$ cat src/rtl/sal_bank_pkg.sv
// Shared types for the per-bank DRAM controller.
// The interface-width macros are given defaults here when the build does not
// supply them. The closed-page policy is enabled by defining SAL_BANK_AUTO_PRE_EN.
`ifndef AXI_ID_WIDTH
`define AXI_ID_WIDTH 4
`endif
`ifndef DRAM_BA_WIDTH
`define DRAM_BA_WIDTH 3
`endif
`ifndef DRAM_RA_WIDTH
`define DRAM_RA_WIDTH 14
`endif
`ifndef DRAM_CA_WIDTH
`define DRAM_CA_WIDTH 10
`endif
`ifndef T_RCD_WIDTH
`define T_RCD_WIDTH 5
`endif
`ifndef T_RP_WIDTH
`define T_RP_WIDTH 5
`endif
`ifndef T_RAS_WIDTH
`define T_RAS_WIDTH 6
`endif
`ifndef T_RFC_WIDTH
`define T_RFC_WIDTH 8
`endif
`ifndef T_RTP_WIDTH
`define T_RTP_WIDTH 4
`endif
`ifndef T_WTP_WIDTH
`define T_WTP_WIDTH 5
`endif

package sal_bank_pkg;

    typedef enum logic [2:0] {
        CLOSED,
        ACTIVATING,
        OPEN,
        PRECHARGING,
        REFRESHING
    } bank_state_t;

    // Command currently offered to the scheduler (at most one at a time).
    typedef enum logic [2:0] {
        CMD_NONE,
        CMD_ACT,
        CMD_RD,
        CMD_WR,
        CMD_PRE,
        CMD_REF
    } bank_cmd_t;

    // Remaining column commands minus one for the buffered request.
    typedef logic [3:0] beat_t;

endpackage

$ cat src/rtl/sal_timing_cnt.sv
// Countdown timer for one bank timing constraint. A load of t makes is_zero
// rise exactly t cycles later; t = 0 behaves like t = 1. Saturates at zero.
module sal_timing_cnt #(
    parameter int W = 5
) (
    input  logic         clk,
    input  logic         rst_n,
    input  logic         load,
    input  logic [W-1:0] t_val,
    output logic         is_zero
);

    logic [W-1:0] cnt;

    // Load t-1 on the triggering grant, otherwise count down to zero and hold.
    always_ff @(posedge clk or negedge rst_n) begin
        if (!rst_n) begin
            cnt <= '0;
        end else if (load) begin
            cnt <= (t_val == '0) ? '0 : t_val - 1'b1;
        end else if (cnt != '0) begin
            cnt <= cnt - 1'b1;
        end
    end

    assign is_zero = (cnt == '0);

endmodule

$ cat src/rtl/sal_bank_ctrl.sv
// Per-bank controller: buffers one request and turns it into ACT/RD/WR/PRE/REF
// requests for the scheduler while enforcing the bank timing constraints.
// Define SAL_BANK_AUTO_PRE_EN for closed-page operation (auto precharge when idle).
module sal_bank_ctrl
    import sal_bank_pkg::*;
#(
    parameter logic [`DRAM_BA_WIDTH-1:0] BANK_ID = '0,
    parameter int                        CA_INC  = 8
) (
    input  logic                       clk,
    input  logic                       rst_n,
    input  logic                       req_valid_i,
    output logic                       req_ready_o,
    input  logic [`AXI_ID_WIDTH-1:0]   req_id_i,
    input  logic [`DRAM_RA_WIDTH-1:0]  req_ra_i,
    input  logic [`DRAM_CA_WIDTH-1:0]  req_ca_i,
    input  logic [3:0]                 req_len_i,
    input  logic                       req_wr_i,
    input  logic [`T_RCD_WIDTH-1:0]    t_rcd_i,
    input  logic [`T_RP_WIDTH-1:0]     t_rp_i,
    input  logic [`T_RAS_WIDTH-1:0]    t_ras_i,
    input  logic [`T_RFC_WIDTH-1:0]    t_rfc_i,
    input  logic [`T_RTP_WIDTH-1:0]    t_rtp_i,
    input  logic [`T_WTP_WIDTH-1:0]    t_wtp_i,
    input  logic                       ref_pending_i,
    output logic                       act_req_o,
    output logic                       rd_req_o,
    output logic                       wr_req_o,
    output logic                       pre_req_o,
    output logic                       ref_req_o,
    input  logic                       act_gnt_i,
    input  logic                       rd_gnt_i,
    input  logic                       wr_gnt_i,
    input  logic                       pre_gnt_i,
    input  logic                       ref_gnt_i,
    output logic [`DRAM_BA_WIDTH-1:0]  ba_o,
    output logic [`DRAM_RA_WIDTH-1:0]  ra_o,
    output logic [`DRAM_CA_WIDTH-1:0]  ca_o,
    output logic [`AXI_ID_WIDTH-1:0]   id_o
);

    localparam logic [`DRAM_CA_WIDTH-1:0] CA_STEP = CA_INC[`DRAM_CA_WIDTH-1:0];

    bank_state_t                state_q, state_d;
    bank_cmd_t                  held_q, held_d, cmd;
    logic                       run_q;
    logic                       buf_valid, buf_wr;
    logic [`AXI_ID_WIDTH-1:0]   buf_id;
    logic [`DRAM_RA_WIDTH-1:0]  buf_ra, open_row;
    logic [`DRAM_CA_WIDTH-1:0]  ca_q;
    beat_t                      beat_q;
    logic                       open_valid;
    logic                       rcd_zero, ras_zero, rp_zero, rfc_zero, rtp_zero, wtp_zero;
    logic                       act_fire, rd_fire, wr_fire, pre_fire, ref_fire, any_fire;
    logic                       accept, row_hit, pre_ok, eff_closed, eff_open;

    assign req_ready_o = run_q & ~buf_valid & ~ref_pending_i;
    assign accept      = req_valid_i & req_ready_o;
    assign row_hit     = open_valid & (open_row == buf_ra);
    assign pre_ok      = ras_zero & rtp_zero & wtp_zero;

    // A transient state whose timer has expired already behaves like its
    // destination, so the dependent request appears exactly t cycles after the grant.
    assign eff_closed = (state_q == CLOSED) |
                        ((state_q == PRECHARGING) & rp_zero) |
                        ((state_q == REFRESHING) & rfc_zero);
    assign eff_open   = (state_q == OPEN) | ((state_q == ACTIVATING) & rcd_zero);

    assign act_req_o = (cmd == CMD_ACT);
    assign rd_req_o  = (cmd == CMD_RD);
    assign wr_req_o  = (cmd == CMD_WR);
    assign pre_req_o = (cmd == CMD_PRE);
    assign ref_req_o = (cmd == CMD_REF);

    // Grants are only honoured while the matching request is high.
    assign act_fire = act_req_o & act_gnt_i;
    assign rd_fire  = rd_req_o  & rd_gnt_i;
    assign wr_fire  = wr_req_o  & wr_gnt_i;
    assign pre_fire = pre_req_o & pre_gnt_i;
    assign ref_fire = ref_req_o & ref_gnt_i;
    assign any_fire = act_fire | rd_fire | wr_fire | pre_fire | ref_fire;

    assign ba_o = BANK_ID;
    assign ra_o = buf_ra;
    assign ca_o = ca_q;
    assign id_o = buf_id;

    sal_timing_cnt #(.W(`T_RCD_WIDTH)) u_rcd (
        .clk(clk), .rst_n(rst_n), .load(act_fire), .t_val(t_rcd_i), .is_zero(rcd_zero));
    sal_timing_cnt #(.W(`T_RAS_WIDTH)) u_ras (
        .clk(clk), .rst_n(rst_n), .load(act_fire), .t_val(t_ras_i), .is_zero(ras_zero));
    sal_timing_cnt #(.W(`T_RP_WIDTH)) u_rp (
        .clk(clk), .rst_n(rst_n), .load(pre_fire), .t_val(t_rp_i), .is_zero(rp_zero));
    sal_timing_cnt #(.W(`T_RFC_WIDTH)) u_rfc (
        .clk(clk), .rst_n(rst_n), .load(ref_fire), .t_val(t_rfc_i), .is_zero(rfc_zero));
    sal_timing_cnt #(.W(`T_RTP_WIDTH)) u_rtp (
        .clk(clk), .rst_n(rst_n), .load(rd_fire), .t_val(t_rtp_i), .is_zero(rtp_zero));
    sal_timing_cnt #(.W(`T_WTP_WIDTH)) u_wtp (
        .clk(clk), .rst_n(rst_n), .load(wr_fire), .t_val(t_wtp_i), .is_zero(wtp_zero));

    // Command selection and next state; an offered command is held until granted.
    always_comb begin
        cmd     = CMD_NONE;
        state_d = state_q;
        if (!run_q) begin
            cmd = CMD_NONE;
        end else if (held_q != CMD_NONE) begin
            cmd = held_q;
        end else if (eff_closed) begin
            // Refresh goes first; a request needing an ACT waits behind it.
            if (ref_pending_i) begin
                if (rp_zero && rfc_zero) cmd = CMD_REF;
            end else if (buf_valid && rp_zero && rfc_zero) begin
                cmd = CMD_ACT;
            end
        end else if (eff_open) begin
            if (buf_valid && row_hit) begin
                cmd = buf_wr ? CMD_WR : CMD_RD;
            end else if (buf_valid || ref_pending_i) begin
                if (pre_ok) cmd = CMD_PRE;
            end
`ifdef SAL_BANK_AUTO_PRE_EN
            else if (pre_ok) begin
                cmd = CMD_PRE;
            end
`else
            else begin
                cmd = CMD_NONE;
            end
`endif
        end

        case (state_q)
            ACTIVATING:  if (rcd_zero) state_d = OPEN;
            PRECHARGING: if (rp_zero)  state_d = CLOSED;
            REFRESHING:  if (rfc_zero) state_d = CLOSED;
            default:     state_d = state_q;
        endcase
        if (act_fire) state_d = ACTIVATING;
        if (pre_fire) state_d = PRECHARGING;
        if (ref_fire) state_d = REFRESHING;

        held_d = any_fire ? CMD_NONE : cmd;
    end

    // State, held command and the out-of-reset flag.
    always_ff @(posedge clk or negedge rst_n) begin
        if (!rst_n) begin
            state_q <= CLOSED;
            held_q  <= CMD_NONE;
            run_q   <= 1'b0;
        end else begin
            state_q <= state_d;
            held_q  <= held_d;
            run_q   <= 1'b1;
        end
    end

    // One-entry request buffer; freed on the grant of its last column command.
    always_ff @(posedge clk or negedge rst_n) begin
        if (!rst_n) begin
            buf_valid <= 1'b0;
            buf_wr    <= 1'b0;
            buf_id    <= '0;
            buf_ra    <= '0;
            ca_q      <= '0;
            beat_q    <= '0;
        end else if (accept) begin
            buf_valid <= 1'b1;
            buf_wr    <= req_wr_i;
            buf_id    <= req_id_i;
            buf_ra    <= req_ra_i;
            ca_q      <= req_ca_i;
            beat_q    <= req_len_i;
        end else if (rd_fire || wr_fire) begin
            ca_q <= ca_q + CA_STEP;
            if (beat_q == '0) begin
                buf_valid <= 1'b0;
            end else begin
                beat_q <= beat_q - 1'b1;
            end
        end
    end

    // Open-row tracking: set by ACT, invalidated by PRE.
    always_ff @(posedge clk or negedge rst_n) begin
        if (!rst_n) begin
            open_valid <= 1'b0;
            open_row   <= '0;
        end else if (act_fire) begin
            open_valid <= 1'b1;
            open_row   <= buf_ra;
        end else if (pre_fire) begin
            open_valid <= 1'b0;
        end
    end

endmodule

$ cat config.mk
export PLATFORM = sky130hd
export DESIGN_NAME = sal_bank_ctrl
export DESIGN_NICKNAME = d
export VERILOG_FILES = /design/src/rtl/sal_bank_pkg.sv /design/src/rtl/sal_timing_cnt.sv /design/src/rtl/sal_bank_ctrl.sv
export SDC_FILE = /design/constraint.sdc
export NUM_CORES = 1
export LEC_CHECK = 0
export ABC_AREA = 1
export CAP_MARGIN = 20
export CORE_UTILIZATION = 52
export CTS_CLUSTER_DIAMETER = 40
export DETAILED_ROUTE_END_ITERATION = 8
export PLACE_DENSITY = 0.88
export SLEW_MARGIN = 5
export SYNTH_ARGS = -nofsm -noshare
export SYNTH_HDL_FRONTEND = slang
export SYNTH_SLANG_ARGS = --single-unit
$ cat constraint.sdc
create_clock -name clk -period 2.8 [get_ports clk]
set_input_delay 0.56 -clock clk [delete_from_list [all_inputs] [get_ports clk]]
set_output_delay 0.56 -clock clk [all_outputs]
set_load 0.02 [all_outputs]
Word level (Yosys, flattened, before mapping)
Cells that the tools add are included.
{"block": "op_classes", "n_mux": 47, "n_eq_ne": 14, "n_addsub": 14, "n_reduce_logical": 40, "n_bitwise": 23}
{"cell": "$mux W3", "n": 16}
{"cell": "$mux W5", "n": 9}
{"cell": "$logic_not A5 Y1", "n": 6}
{"cell": "$sub A5 B1 Y5 const B", "n": 6}
{"cell": "$mux W4", "n": 6}
{"cell": "$mux W8", "n": 3}
{"cell": "$mux W10", "n": 2}
{"cell": "$mux W6", "n": 3}
{"cell": "$reduce_bool A2 Y1", "n": 9}
{"cell": "$logic_not A8 Y1", "n": 2}
{"cell": "$sub A8 B1 Y8 const B", "n": 2}
{"cell": "$ne A5 B5 Y1 const B", "n": 3}
{"cell": "$reduce_bool A5 Y1", "n": 3}
{"cell": "$and A1 B1 Y1", "n": 14}
{"cell": "$eq A14 B14 Y1", "n": 1}
{"cell": "$eq A3 B2 Y1 const B", "n": 4}
{"cell": "$logic_not A4 Y1", "n": 3}
{"cell": "$logic_not A6 Y1", "n": 2}
{"cell": "$reduce_bool A6 Y1", "n": 2}
{"cell": "$sub A4 B1 Y4 const B", "n": 3}
{"cell": "$sub A6 B1 Y6 const B", "n": 2}
{"cell": "$add A10 B4 Y10 const B", "n": 1}
{"cell": "$eq A3 B3 Y1 const B", "n": 3}
{"cell": "$pmux W3 S3", "n": 1}
{"cell": "13 further kinds", "n": 32}
{"block": "totals", "out_inout_bits": 37, "wordCells": 155, "register_bits": 89, "input_bits": 75}

Longest topological paths before layout
Gate-level depths: netlist of the first run.
{"block": "logic_depth", "depth_word": 17, "mapped_depth": 21, "ltp_nobuf": 20}

Modules after synthesis
A second synthesis of the first run with hierarchy kept.
{"block": "unflattened", "cells_unflattened": 828, "hier_area_um2": 5729.2}
{"module": "sal_bank_ctrl", "n_inst": 1, "area_each_um2": 2986.6, "seq_area_each_um2": 1401.3, "cells_each": 411}
{"module": "sal_timing_cnt (u_rcd ...)", "n_inst": 3, "area_each_um2": 384.1, "seq_area_each_um2": 125.1, "cells_each": 58}
{"module": "sal_timing_cnt (u_rfc)", "n_inst": 1, "area_each_um2": 737.0, "seq_area_each_um2": 200.2, "cells_each": 115}
{"module": "sal_timing_cnt (u_ras)", "n_inst": 1, "area_each_um2": 526.8, "seq_area_each_um2": 150.1, "cells_each": 81}
{"module": "sal_timing_cnt (u_rtp)", "n_inst": 1, "area_each_um2": 326.6, "seq_area_each_um2": 100.1, "cells_each": 47}

Worst setup path before layout of the first run
OpenSTA, ideal clock, no wires.
{"block": "synth_timing", "path_kind": "flip-flop to output port", "from": "register u_rfc.cnt[0]", "to": "output act_req_o", "required_ns": 2.240, "path_stages_with_launch": 13, "n_path_buf": 0, "arrival_time_ns": 1.827, "path_slack_ns": 0.413, "path_cell_list": "dfrtp_1 inv_1 ha_1 nand2_2 nor2_2 nand3_1 nor2_1 nor2_1 nand2_2 nand2_4 nor2_8 inv_1 a21oi_1"}
{"block": "synth_via", "elab_chain_cells": 8, "word_cells_on_any_way": 12, "classes_between": "eq/ne (1); mux (6); bitwise (2); reduce/logical (3)"}
{"element": "start: declaration", "line_no": "sal_timing_cnt.sv:13", "text": "logic [W-1:0] cnt;"}
{"element": "start signal: assignment", "line_no": "sal_timing_cnt.sv:20", "text": "cnt <= (t_val == '0) ? '0 : t_val - 1'b1;"}
{"element": "start signal: assignment", "line_no": "sal_timing_cnt.sv:22", "text": "cnt <= cnt - 1'b1;"}
{"element": "$logic_not A8 Y1 (*)", "line_no": "sal_timing_cnt.sv:26", "text": "assign is_zero = (cnt == '0);"}
{"element": "$logic_and A1 B1 Y1, on equally long branches", "line_no": "sal_bank_ctrl.sv:113, sal_bank_ctrl.sv:112"}
{"element": "$mux W1 or $mux W3 (tied branches)", "line_no": "sal_bank_ctrl.sv:113, sal_bank_ctrl.sv:112"}
{"element": "$mux W3", "line_no": "sal_bank_ctrl.sv:111", "text": "if (ref_pending_i) begin"}
{"element": "$mux W3 (*)", "line_no": "sal_bank_ctrl.sv:109", "text": "end else if (eff_closed) begin"}
{"element": "$mux W3 (*)", "line_no": "sal_bank_ctrl.sv:107", "text": "end else if (held_q != CMD_NONE) begin"}
{"element": "$mux W3 (*)", "line_no": "sal_bank_ctrl.sv:105", "text": "if (!run_q) begin"}
{"element": "$eq A3 B1 Y1 (*)", "line_no": "sal_bank_ctrl.sv:69", "text": "assign act_req_o = (cmd == CMD_ACT);"}
{"element": "end: declaration", "line_no": "sal_bank_ctrl.sv:26", "text": "output logic act_req_o,"}
Every way passes the cells marked *; elsewhere a longest branch is shown, timed or not.

Worst setup path after layout of the first run
{"block": "layout_timing", "from": "register u_rfc.cnt[1]", "to": "output wr_req_o"}
{"block": "layout_via", "elab_chain_cells": 8, "word_cells_on_any_way": 12, "classes_between": "eq/ne (1); mux (6); bitwise (2); reduce/logical (3)"}
{"element": "$logic_not A8 Y1 (*)", "line_no": "sal_timing_cnt.sv:26"}
{"element": "$logic_and A1 B1 Y1, on equally long branches", "line_no": "sal_bank_ctrl.sv:113, sal_bank_ctrl.sv:112"}
{"element": "$mux W1 or $mux W3 (tied branches)", "line_no": "sal_bank_ctrl.sv:113, sal_bank_ctrl.sv:112"}
{"element": "$mux W3", "line_no": "sal_bank_ctrl.sv:111"}
{"element": "$mux W3 (*)", "line_no": "sal_bank_ctrl.sv:109"}
{"element": "$mux W3 (*)", "line_no": "sal_bank_ctrl.sv:107"}
{"element": "$mux W3 (*)", "line_no": "sal_bank_ctrl.sv:105"}
{"element": "$eq A3 B2 Y1 (*)", "line_no": "sal_bank_ctrl.sv:71", "text": "assign wr_req_o = (cmd == CMD_WR);"}
{"element": "end: declaration", "line_no": "sal_bank_ctrl.sv:28", "text": "output logic wr_req_o,"}
Marked as above.

==> flow_metrics.py, run 1 <==
metrics = {
    "run_status": {
        "run_status": "finished with violations",
        "violations_in_the_final_reports": "setup timing",
    },
    "grt": {
        "number_of_global_route_vias_before_repair": 5183,
        "track_usage_pct": 24.23,
        "pin_count_of_the_biggest_net_entering_global_routing": 48,
        "grt_antenna_before_repair": 0,
        "grt_overflow_total": 0,
        "grt_pass1_wl_um": 21970,
    },
    "sta": {
        "final.period_utilization_pct": 100.0,
        "fin_worst_skew_ps": 18.33,
        "setup_violations": 1,
        "min_period_ps": 2801,
        "final_max_slew_viol_count": 0,
        "max-slew-margin-rel_pct": 61.50,
        "tightestPinTransition_ps": 577.4,
        "grt_setup_unrepaired": "yes",
        "fmax_mhz": 357.0,
        "final.hold.worst_slack_ps": 166.1,
        "final_hold_viol_count": 0,
        "setup_slack_ps": -0.8802,
    },
    "cells_and_area": {
        "post_route_cells_drive_above_1_share_pct": 16.31,
        "area_growth_pct": 35.19,
        "final_common_cell": "sky130_fd_sc_hd__nand2_1",
        "finish.utilization_pct": 72.73,
        "number_of_antenna_cells_inserted": 0,
        "final_net_count": 1027,
        "layout_common_cells": "sky130_fd_sc_hd__nand2_1 (199), sky130_fd_sc_hd__inv_1 (104), sky130_fd_sc_hd__clkdlybuf4s50_1 (101)",
    },
    "route": {
        "detail-route-antenna-nets": 0,
        "post-route-drc-count": 0,
        "routed_wire_length_per_instance_um": 12.46,
        "routed_wl_um": 13390,
        "route.detailed.vias_per_inst": 5.014,
        "first_iter_violations": 285,
        "dr.pass1.iters": 5,
        "num_vias": 5385,
    },
    "clock_tree": {
        "clkSinkCount": 89,
        "cts_buffer_depth": 2,
        "tritoncts.num_buffers": 9,
        "hold_buffers": 0,
        "insertion_delay_ps": 370,
        "cts-htree-levels": 3,
        "clk_pin_slew_worst_paths_ps": 110,
        "cts_root_buf": "sky130_fd_sc_hd__clkbuf_8",
        "cts_tree": "yes",
    },
    "yosys": {
        "yosys_register_bits": 89,
        "yosys_warnings": 0,
        "synth_flop_cell": "sky130_fd_sc_hd__dfrtp_1",
        "syn_inst": 763,
        "synth.distinct_cells": 44,
        "asyncSetResetFlopFracSynth_pct": 100.0,
        "syn-mean-instance-area_um2": 7.312,
        "synth_area_mm2": 0.005579,
        "ys_seq_area_share_pct": 39.92,
        "synth_edf_count": 0,
    },
    "worst_hold_path": {
        "hp-class": "in -> async",
    },
    "placement": {
        "buffers_on_ports": 108,
        "dpl.hpwl_um": 9535,
        "gp_congestion": 0.8406,
    },
    "pwr": {
        "share_comb_of_total_power_pct": 54.5,
        "power.switching_w": 0.002939,
        "leakage_nw": 3.763,
        "clock_power_share_pct": 12.5,
        "cellInternalPower_w": 0.003979,
        "power.share.switching_pct": 42.48,
        "vdd_ir_drop_max_mv": 0.5387,
        "power_density_mw_per_mm2": 917.4,
        "sequentialPowerShare_pct": 33.0,
        "power_w": 0.006919,
    },
    "run": {
        "drv.max_cap_violation_count": 0,
    },
    "setup_path": {
        "critPathKind": "reg -> out",
        "worstSetupEndpointType": "output port",
        "critPathRequiredTime_ps": 2240,
        "worstPathArrival_ps": 2240,
        "r2r.worst_path.cells": 17,
        "start_kind": "flop",
        "crit_path_max_fanout": 5,
    },
    "floorplan": {
        "top_level_ports": 112,
        "rows": 37,
        "floorplan.die.height_um": 105.6,
        "effective_utilization_at_floorplan_pct": 53.80,
        "die_area_mm2": 0.01115,
        "floorplan.die.width_um": 105.6,
        "floorplan.core_area_mm2": 0.01037,
    },
}
==> critical path: stages, from the launching register on <==
cell and delay, ps:
sky130_fd_sc_hd__dfrtp_1 380, sky130_fd_sc_hd__inv_1 90, sky130_fd_sc_hd__ha_2 220, sky130_fd_sc_hd__nand2_4 80, sky130_fd_sc_hd__nor2_2 150, sky130_fd_sc_hd__buf_4 130
sky130_fd_sc_hd__nand3_1 70, sky130_fd_sc_hd__nand3_1 110, sky130_fd_sc_hd__nand3_2 100, sky130_fd_sc_hd__nand2_4 90, sky130_fd_sc_hd__nand2_4 80, sky130_fd_sc_hd__buf_6 120
sky130_fd_sc_hd__nand2_4 70, sky130_fd_sc_hd__nor2_4 40, sky130_fd_sc_hd__buf_6 120
==> final timing paths <==
path,from,to,slack (ps)
setup / recovery,u_rfc.cnt[1],wr_req_o,-0.9
hold / removal,rst_n,ca_o[5],170
setup reg to reg,u_rfc.cnt[1],held_q[1],190
hold reg to reg,id_o[3],id_o[3],480
max in group asynchronous,rst_n,state_q[0],1960
min in group clk,id_o[3],id_o[3],480
==> timing repair <==
item                                   CTS  global route
setup buffers                            5            10
endpoints found under the hold margin    0             0
pin swaps                                7            18
gates resized for setup                 28            34
setup endpoints to repair                5             7
==> flip-flops by register name (all words and copies together), names as in the netlist, 3 cells and up <==
name,flops
id_o,4
u_rfc.cnt,8
beat_q,4
u_rtp.cnt,4
u_wtp.cnt,5
u_rp.cnt,5
held_q,3
u_rcd.cnt,5
state_q,3
open_row,14
ra_o,14
u_ras.cnt,6
ca_o,10
==> metal layers <==
layer	share of wire (%)	GRT usage, %
met1	42	28.89
met2	51	44.27
met3	4.8	4.762
met4	2.3	6.746
met5	0	0
==> synthesized netlist by cell type, drive strengths merged, types with 3 or more instances <==
cell    number  share of area (%)
nand2      214                 15
inv        120                8.1
dfrtp       89                 40
nor2        81                6.2
o21ai       81                7.3
nand3       44                4.4
ha          19                4.3
a21oi       18                1.7
xor2        15                2.4
o211ai      11                1.5
xnor2       11                1.7
clkbuf       9               0.61
buf          8                1.2
nor3         8               0.72
nand4        7                1.4
a31oi        5               0.56
or2          4               0.45
o31ai        3               0.49
==> power by group through the flow <==
| stage | combinational [W] | clock [W] | sequential, W |
|---|---|---|---|
| final | 0.00377 | 0.000865 | 0.00229 |
| after global routing | 0.00422 | 0.000940 | 0.00236 |
| after CTS | 0.00356 | 0.000874 | 0.00227 |
| after detailed placement | 0.00346 | 0 | 0.00228 |
| after global placement | 0.00334 | 0 | 0.00226 |
| after floorplan | 0.00201 | 0 | 0.00242 |
==> layout make-up <==
type | instances | area (µm²)
tap | 136 | 170.2
inverter | 122 | 457.9
clock buffer | 9 | 123.9
fill | 767 | 2828
sequential | 89 | 2227
multi-input combinational | 537 | 2890
timing repair buffer | 174 | 1605
clock inverter | 7 | 67.56
==> metrics by stage <==
step / setup TNS, ps / setup slack [ps] / cell area, µm² / std cells
6_report: -0.8802 / -0.8802 / 7542 / 1074
5_1_grt: -677.1 / -153.4 / 7542 / 1074
4_1_cts: 0 / 1.215 / 7382 / 1064
3_5_place_dp: -1673 / -363.9 / 7141 / 1043
3_3_place_gp: -1563 / -343.4 / 7141 / 1043
2_1_floorplan: 0 / 412.6 / 5587 / 765
==> logic make-up (layout without fill, tap and decap cells) <==
family | count (synthesis) | count (layout) | share of synthesized area (%)
other | 2 | 4 | 0.1346
flip-flops | 89 | 89 | 39.92
XOR/XNOR | 26 | 26 | 4.082
AND/OR/NAND/NOR | 362 | 362 | 29.00
buffers and inverters | 139 | 312 | 10.05
AO/OA/AOI/OAI | 126 | 126 | 12.56
adder cells (fa/ha/maj) | 19 | 19 | 4.261
Note: power is estimated with default switching activity, not from simulation.
==> run 2, diff against run 1 <==
--- a/config.mk
+++ b/config.mk
@@ -7,10 +7,10 @@
 export LEC_CHECK = 0
 export ABC_AREA = 1
 export CAP_MARGIN = 20
-export CORE_UTILIZATION = 52
-export CTS_CLUSTER_DIAMETER = 40
+export CORE_UTILIZATION = 56
+export CTS_CLUSTER_DIAMETER = 80
 export DETAILED_ROUTE_END_ITERATION = 8
-export PLACE_DENSITY = 0.88
+export PLACE_DENSITY = 0.93
 export SLEW_MARGIN = 5
 export SYNTH_ARGS = -nofsm -noshare
 export SYNTH_HDL_FRONTEND = slang
==> constraint.sdc (replaced) <==
create_clock -name clk -period 3.27 [get_ports clk]
set_input_delay 0.654 -clock clk [delete_from_list [all_inputs] [get_ports clk]]
set_output_delay 0.654 -clock clk [all_outputs]
set_load 0.02 [all_outputs]
==> run 2 against run 1 <==
Compared with the run above:
- the run now ends clean
- count of clock-buffer cells in the layout did not move
- via count fell by 3.8%
- clock power rose by 5.9%
- sequential share of layout area rose by 1.9 points
- critical path type is now in -> out
- sequential power fell by 14%
- first-iteration DRC count fell by 32%
==> flow_metrics.py, run 2 (synthesis results as in run 1) <==
metrics = {
    "route": {
        "route.detailed.vias_per_inst": 5.068,
        "dr.pass1.iters": 5,
        "detail-route-antenna-nets": 0,
        "post-route-drc-count": 0,
        "num_vias": 5180,
        "first_iter_violations": 193,
        "routed_wl_um": 12500,
        "routed_wire_length_per_instance_um": 12.23,
    },
    "sta": {
        "final.hold.worst_slack_ps": 256.2,
        "min_period_ps": 3064,
        "fmax_mhz": 326.4,
        "grt_setup_unrepaired": "no",
        "final_hold_viol_count": 0,
        "final.period_utilization_pct": 93.70,
        "final_max_slew_viol_count": 0,
        "max-slew-margin-rel_pct": 64.83,
        "fin_worst_skew_ps": 7.576,
        "final.setup.tns_ps": 0,
        "tightestPinTransition_ps": 527.6,
        "setup_violations": 0,
    },
    "floorplan": {
        "rows": 36,
        "floorplan.die.height_um": 101.8,
        "effective_utilization_at_floorplan_pct": 57.34,
        "floorplan.die.width_um": 101.8,
        "top_level_ports": 112,
        "die_area_mm2": 0.01037,
        "floorplan.core_area_mm2": 0.009729,
    },
    "placement": {
        "buffers_on_ports": 108,
        "dpl.hpwl_um": 9212,
        "post_dp_cell_area_mm2": 0.006869,
        "gp_congestion": 0.8270,
    },
    "setup_path": {
        "worstPathArrival_ps": 2410,
        "worstSetupEndpointType": "output port",
        "worstReg2RegStart": "u_rcd.cnt[0]",
        "critPathRequiredTime_ps": 2620,
        "crit_path_max_fanout": 4,
        "startpoint": "ref_pending_i",
        "critPathKind": "in -> out",
        "start_kind": "input pin",
    },
    "cells_and_area": {
        "area_growth_pct": 27.20,
        "final_common_cell": "sky130_fd_sc_hd__nand2_1",
        "regArea_mm2": 0.002227,
        "post_route_cells_drive_above_1_share_pct": 8.886,
        "fill_cells": 727,
        "layout_common_cells": "sky130_fd_sc_hd__nand2_1 (203), sky130_fd_sc_hd__inv_1 (112), sky130_fd_sc_hd__clkdlybuf4s50_1 (102)",
        "final_design_area_no_fill_mm2": 0.007097,
        "final_net_count": 978,
        "number_of_antenna_cells_inserted": 0,
        "multi_input_area_mm2": 0.002805,
    },
    "pwr": {
        "vdd_ir_drop_max_mv": 0.4605,
        "sequentialPowerShare_pct": 34.8,
        "leakage_nw": 3.517,
        "cellInternalPower_w": 0.003331,
        "power.switching_w": 0.002327,
        "power_w": 0.005658,
        "power.share.switching_pct": 41.12,
        "share_comb_of_total_power_pct": 49.0,
        "power_density_mw_per_mm2": 797.3,
        "clock_power_share_pct": 16.2,
    },
    "grt": {
        "grt_pass1_wl_um": 21110,
        "pin_count_of_the_biggest_net_entering_global_routing": 42,
        "grt_overflow_total": 0,
        "number_of_global_route_vias_before_repair": 4898,
        "grt_antenna_before_repair": 0,
        "track_usage_pct": 25.88,
    },
    "run_status": {
        "run_status": "completed",
    },
    "clock_tree": {
        "post_cts_resized": 6,
        "postCtsSetupRepairBufs": 0,
        "cts-htree-levels": 3,
        "cts_buffer_depth": 2,
        "hold_buffers": 0,
        "clkSinkCount": 89,
        "cts_root_buf": "sky130_fd_sc_hd__clkbuf_8",
        "tritoncts.num_buffers": 9,
        "cts_tree": "yes",
        "clk_pin_slew_worst_paths_ps": 90,
        "insertion_delay_ps": 370,
    },
    "run": {
        "drv.max_cap_violation_count": 0,
    },
    "worst_hold_path": {
        "hp-class": "in -> async",
    },
}
==> run 2: cell count changes in the layout (fill, tap and decap cells not counted), moves of 3 or more <==
| cell | before | now |
|---|---|---|
| sky130_fd_sc_hd__inv_1 | 104 | 112 |
| sky130_fd_sc_hd__buf_6 | 5 | 0 |
| sky130_fd_sc_hd__buf_4 | 64 | 17 |
| sky130_fd_sc_hd__nor2_1 | 66 | 73 |
| sky130_fd_sc_hd__clkbuf_2 | 0 | 4 |
| sky130_fd_sc_hd__nand2_1 | 199 | 203 |
| sky130_fd_sc_hd__nor2_2 | 9 | 5 |
| sky130_fd_sc_hd__inv_6 | 4 | 0 |
| sky130_fd_sc_hd__inv_2 | 16 | 8 |
| sky130_fd_sc_hd__bufinv_16 | 0 | 3 |
| sky130_fd_sc_hd__nor2_4 | 5 | 2 |
| sky130_fd_sc_hd__ha_1 | 16 | 19 |
==> run 2: layout make-up <==
type | instances | area share [%]
Clock inverter | 7 | 1.675
Clock buffer | 9 | 1.745
Inverter | 122 | 6.453
Multi-Input combinational cell | 537 | 39.53
Sequential cell | 89 | 31.38
Timing Repair Buffer | 125 | 16.87
Tap cell | 133 | 2.345
==> run 2: layer usage <==
layer  global-route usage (%)  routed length [µm]  share of wire, %
met5                        0                   0                 0
met2                    44.54                6271                50
met1                    31.53                5333                43
met4                    11.10                 280               2.2
met3                    5.540                 617               4.9
==> run 2: path summary, 6_finish.rpt <==
path	endpoint	slack [ps]	cells past startpoint
worst max-delay path	pre_req_o	210	12
worst min-delay path	ca_o[5]	260	1
worst max register to register	held_q[0]	620	19
worst min register to register	open_valid	490	2
max in group asynchronous	ra_o[8]	2280	2
min in group clk	open_valid	490	2
==> run 2: per-stage QoR <==
step                worst slack (ps)  utilization [%]  instances
CTS                            41.21            73.06       1022
finish                         206.0            72.94       1022
global placement              -76.01            70.60       1006
floorplan                      788.6                -        765
global route                   24.98            72.94       1022
detailed placement            -112.7            70.60       1006
==> run 2: power groups by stage <==
| stage | Sequential, W | Combinational (W) | Clock [W] |
|---|---|---|---|
| 2_1_floorplan | 0.00207 | 0.00172 | 0 |
| 3_3_place_gp | 0.00196 | 0.00264 | 0 |
| 3_5_place_dp | 0.00197 | 0.00274 | 0 |
| 4_1_cts | 0.00196 | 0.00278 | 0.000927 |
| 5_1_grt | 0.00203 | 0.00314 | 0.000983 |
| 6_report | 0.00197 | 0.00277 | 0.000916 |
==> run 2: critical path: stages <==
cell and delay [ps]:
sky130_fd_sc_hd__clkdlybuf4s50_1 480, sky130_fd_sc_hd__nor2_1 170, sky130_fd_sc_hd__inv_1 70, sky130_fd_sc_hd__nand3_1 80
sky130_fd_sc_hd__nor2_1 50, sky130_fd_sc_hd__nor2_1 110, sky130_fd_sc_hd__nand2_2 90, sky130_fd_sc_hd__nand2_4 100
sky130_fd_sc_hd__buf_12 110, sky130_fd_sc_hd__nand2_1 50, sky130_fd_sc_hd__nor2_1 90, sky130_fd_sc_hd__dlygate4sd2_1 340
